`src/rtl/logic_pkg.sv`:
```
// logic_pkg: op codes and FSM states shared by the bitwise logic unit
package logic_pkg;
  localparam logic [2:0] LOP_AND  = 3'd0;
  localparam logic [2:0] LOP_OR   = 3'd1;
  localparam logic [2:0] LOP_NOR  = 3'd2;
  localparam logic [2:0] LOP_XOR  = 3'd3;
  localparam logic [2:0] LOP_NAND = 3'd4;
  localparam logic [2:0] LOP_XNOR = 3'd5;
  localparam logic [2:0] LOP_ANDN = 3'd6;
  localparam logic [2:0] LOP_ORN  = 3'd7;
  typedef enum logic [1:0] {LU_IDLE, LU_RUN, LU_DONE} lu_state_e;
endpackage

```
`src/rtl/logic_slice.sv`:
```
// logic_slice: combinational bitwise op on one SLICE-bit chunk
module logic_slice
  import logic_pkg::*;
#(
  parameter int SLICE = 8
) (
  input  logic [2:0]       op,
  input  logic [SLICE-1:0] a_slice,
  input  logic [SLICE-1:0] b_slice,
  output logic [SLICE-1:0] c_slice
);
  // select the requested bitwise function
  always_comb
    c_slice = op == LOP_AND  ? a_slice & b_slice :
              op == LOP_OR   ? a_slice | b_slice :
              op == LOP_NOR  ? ~(a_slice | b_slice) :
              op == LOP_XOR  ? a_slice ^ b_slice :
              op == LOP_NAND ? ~(a_slice & b_slice) :
              op == LOP_XNOR ? ~(a_slice ^ b_slice) :
              op == LOP_ANDN ? a_slice & ~b_slice :
                               a_slice | ~b_slice;
endmodule

```
`src/rtl/bitwise_logic_unit_seq.sv`:
```
// bitwise_logic_unit_seq: multi-cycle bitwise logic unit, SLICE bits per clock, LSB first
module bitwise_logic_unit_seq
  import logic_pkg::*;
#(
  parameter int WIDTH = 32,
  parameter int SLICE = 8
) (
  input  logic             clk,
  input  logic             reset,
  input  logic             in_valid,
  output logic             in_ready,
  input  logic [2:0]       op,
  input  logic [WIDTH-1:0] in_a,
  input  logic [WIDTH-1:0] in_b,
  output logic             out_valid,
  input  logic             out_ready,
  output logic [WIDTH-1:0] out_c,
  output logic             out_zero
);
  localparam int N  = WIDTH / SLICE;
  localparam int CW = N > 1 ? $clog2(N) : 1;
  if (SLICE < 1 || SLICE > WIDTH || WIDTH % SLICE != 0) begin : g_bad_params
    $error("bitwise_logic_unit_seq: WIDTH must be a positive multiple of SLICE");
  end
  lu_state_e        state;
  logic [CW-1:0]    cnt;
  logic [WIDTH-1:0] a_r, b_r, res_nxt;
  logic [2:0]       op_r;
  logic [SLICE-1:0] c_slice;
  logic_slice #(.SLICE(SLICE)) u_slice (
    .op      (op_r),
    .a_slice (a_r[cnt*SLICE +: SLICE]),
    .b_slice (b_r[cnt*SLICE +: SLICE]),
    .c_slice (c_slice)
  );
  assign in_ready = state == LU_IDLE;
  // result with the current slice merged in, so the zero test sees the final value
  always_comb begin
    res_nxt = out_c;
    res_nxt[cnt*SLICE +: SLICE] = c_slice;
  end
  // control FSM with operand capture, slice write-back and registered flags
  always_ff @(posedge clk) begin
    if (reset) begin
      state     <= LU_IDLE;
      cnt       <= '0;
      a_r       <= '0;
      b_r       <= '0;
      op_r      <= '0;
      out_c     <= '0;
      out_zero  <= 1'b0;
      out_valid <= 1'b0;
    end else begin
      case (state)
        LU_IDLE: if (in_valid) begin
          a_r   <= in_a;
          b_r   <= in_b;
          op_r  <= op;
          cnt   <= '0;
          state <= LU_RUN;
        end
        LU_RUN: begin
          out_c <= res_nxt;
          cnt   <= cnt + 1'b1;
          if (cnt == CW'(N - 1)) begin
            state     <= LU_DONE;
            out_valid <= 1'b1;
            out_zero  <= ~|res_nxt;
          end
        end
        LU_DONE: if (out_ready) begin
          state     <= LU_IDLE;
          out_valid <= 1'b0;
        end
        default: state <= LU_IDLE;
      endcase
    end
  end
endmodule

```
`config.mk`:
```
export PLATFORM = sky130hd
export DESIGN_NAME = bitwise_logic_unit_seq
export DESIGN_NICKNAME = d
export VERILOG_FILES = /design/src/rtl/logic_pkg.sv /design/src/rtl/logic_slice.sv /design/src/rtl/bitwise_logic_unit_seq.sv
export SDC_FILE = /design/constraint.sdc
export NUM_CORES = 1
export LEC_CHECK = 0
export BUFFER_PORTS_ARGS = -buffer_cell sky130_fd_sc_hd__buf_4
export CORE_AREA = 2 2 130 132
export CTS_BUF_LIST = sky130_fd_sc_hd__clkbuf_8
export DETAILED_ROUTE_END_ITERATION = 8
export DIE_AREA = 0 0 132 134
export PLACE_DENSITY_LB_ADDON = 0.2
export SYNTH_ARGS = -nofsm -noshare
export SYNTH_HDL_FRONTEND = slang
export SYNTH_SLANG_ARGS = --single-unit
```
`constraint.sdc`:
```
create_clock -name clk -period 4 [get_ports clk]
set_clock_uncertainty 0.1 [all_clocks]
set_input_delay 0.4 -clock clk [delete_from_list [all_inputs] [get_ports clk]]
set_output_delay 0.4 -clock clk [all_outputs]
set_load 0.005 [all_outputs]
```
==> run metrics <==
Arr. time, crit path=3570 ps; top post-synthesis cells by area=dfxtp_1, nand2_1, ha_1; chip width=between 100 and 150 um; # Max-Cap Violations=0; largest net degree at the start of global routing=105; clock root buffer=clkbuf_8; Netlist Area Pre-Place=around 0.0056 mm2; number of global-route vias before repair=4801; Area after DPL=between 0.006 and 0.007 mm2; Leak Pwr=around 2.7 nW; share of cells above drive strength 1=between 20% and 30%; CP bufs+invs=2; fraction of registers with async set/reset=0%; initial antenna violation count=0; commonest non-fill, non-tap cell in the layout=nand2_1; Syn Inst Count=660; core footprint=~0.016 mm2; CP delay by family, top=compound AO/OA/AOI/OAI gates; fin. max-slew vios=0; status=finished, final reports clean; final core occ=41.1%; RSZ-0062 raised after global routing=no; CP Max Fanout=7; global-route wire length before repair=24500 um; Top FF cell, synth=dfxtp_1; Synth Warn #=0; final hold violations=0; fmax=295 MHz; Final ANT Viol Nets=0; critical path class=register to register; ant diodes=0; TritonCTS Buffers=9; register bit count reported by yosys=roughly 110; Required @ worst endpoint=4180 ps; # clock sinks=around 110; setup TNS=0 ps; post-synth cell types=between 50 and 60; Area Overhead vs Synth=20.3%; # IOs=around 110; register cell area after layout=roughly 0.0021 mm2; clock-pin slew of the registers on the worst-case setup and hold paths=roughly 100 ps; Total Wirelength=between 15000 and 20000 um; RD Place Congestion=about 0.88; post-synth top area share=37.8%; Slowest-stage cell, CP=mux4_2; area of the multi-input gates=around 0.0032 mm2; Yosys top cell by area=dfxtp_1; hold-fix buffers at CTS=0; Vias/cell=5.16; clk_lat worst skew=roughly 400 ps; crit end category=register; post-route cell area=0.00670 mm2; final routed DRC violation total=0; Net count, final=~850; postcts setup bufs=0; Post-CTS Resized=0; Die Y=~130 um; full die area=approximately 0.018 mm2; Worst setup SP type=register; global route total overflow=0; Initial DRC Count=slightly above 300; Max-slew headroom=between 10% and 20%; fin crit period=between 3000 and 4000 ps; H-tree levels=3; Post-DP HPWL=between 10000 and 15000 um; final number of setup-violating endpoints=0; Cell Pwr Density=334 mW/mm2; Syn Area/Cell=roughly 8.4 um2; length of the first detailed-routing pass in iterations=5; CP peak stage delay=560 ps; PortBufs=~110; Peak VDD IR=roughly 0.15 mV; gr usage total=about 17%; Period Utilization, post-route=a little over four fifths; DR vias=around 5000; most frequent cells in the layout=nand2_1, buf_4, dfxtp_1, a21oi_1, nor2_1; CTS max path bufs=2; register area share after synthesis=~38%; syn_nets=approximately 770; worst min-delay path class=input pin to register; Starting Density=between 30% and 40%; EDFF count, synth=0; fillers=1667; CTS tree=done; cell row count=47; Worst Tran Pin Value=~1300 ps; crit-path cells=buf_4 -> mux4_2 -> inv_1 -> ha_1 -> a2111oi_4 -> nor3_1 -> or2_4 -> a221o_1 -> o41ai_2; WL per Instance=around 16 um
## cells by family (layout without fill, tap and decap cells)
kind of cell,Yosys count,in the layout,share of synthesized area (%)
flops,105,105,37.8
simple gates,256,256,19.6
compound gates,170,170,20.8
fa+ha+maj,38,38,8.54
buf+inv,70,159,5.62
mux,21,21,7.64
## Yosys cell counts, types with 2 or more instances
library cell	count
a211oi_1	11
a21oi_1	80
a221o_1	5
a22oi_1	32
and2b_1	4
buf_1	6
buf_2	4
buf_4	5
buf_6	2
clkbuf_1	26
dfxtp_1	105
ha_1	38
inv_1	25
mux2i_1	2
mux4_2	17
nand2_1	152
nand2b_1	3
nand3_1	6
nand3b_1	3
nor2_1	54
nor2b_1	13
nor3_1	5
nor4_1	6
o211a_1	3
o21ai_0	3
o21ba_2	4
o21bai_1	4
o2bb2ai_1	4
o311a_1	4
o32ai_1	5
or3_1	3
## report_power, final
| group | internal (mW) | leakage [nW] | total (mW) | switching [mW] |
|---|---|---|---|---|
| clock network | 0.264 | 0.100 | 0.634 | 0.370 |
| logic | 0.211 | 1.74 | 0.479 | 0.269 |
| registers | 1.09 | 0.857 | 1.12 | 0.0331 |
| total | 1.57 | 2.70 | 2.24 | 0.672 |
## worst reg2reg max path, cell delays in order (launching register included)
cell and delay (ps):
dfxtp_1 520, buf_4 250, mux4_2 560, inv_1 110
ha_1 300, a2111oi_4 390, nor3_1 80, or2_4 280
a221o_1 330, o41ai_2 350
## per-stage QoR
step	setup slack [ps]	hold slack, ps	cells	total power, mW
4_1_cts	584	117	969	2.26
6_report	611	144	969	2.24
3_3_place_gp	701	339	953	1.61
5_1_grt	417	123	969	2.37
3_5_place_dp	606	347	953	1.63
2_1_floorplan	573	333	660	1.45
## worst paths after layout
kind	from	to	slack, ps	depth (start not counted)
setup reg to reg	cnt[0]$_SDFFE_PP0P_	out_zero$_SDFFE_PP0P_	610	9
hold / removal	in_a[28]	a_r[28]$_SDFFE_PP0P_	140	3
setup / recovery	cnt[0]$_SDFFE_PP0P_	out_zero$_SDFFE_PP0P_	610	9
hold reg to reg	b_r[5]$_SDFFE_PP0P_	b_r[5]$_SDFFE_PP0P_	360	2
## layout make-up
class / count / area share [%]
multi-input cells: 485 / 47.1
flip-flops and latches: 105 / 31.4
repair buffers: 117 / 13.1
well taps: 220 / 4.11
clock buffers: 11 / 2.26
inverters: 26 / 1.46
clock inverters: 5 / 0.542
## layer usage
| layer | GRT usage (%) | wire [um] | vias to the layer above |
|---|---|---|---|
| met4 | 5.37 | 262 | 0 |
| met1 | 24.4 | 7230 | 2366 |
| met3 | 4.12 | 783 | 19 |
| met5 | 0 | 0 | - |
| met2 | 26.2 | 6800 | 146 |
| li1 | - | - | 2467 |
## registers in the layout (all words and copies together) (netlist names)
| register | cells |
|---|---|
| b_r | 32 |
| out_c | 32 |
| out_valid | 1 |
| state | 2 |
| op_r | 3 |
| out_zero | 1 |
| cnt | 2 |
| a_r | 32 |
Power figures use the tool's default switching activity.
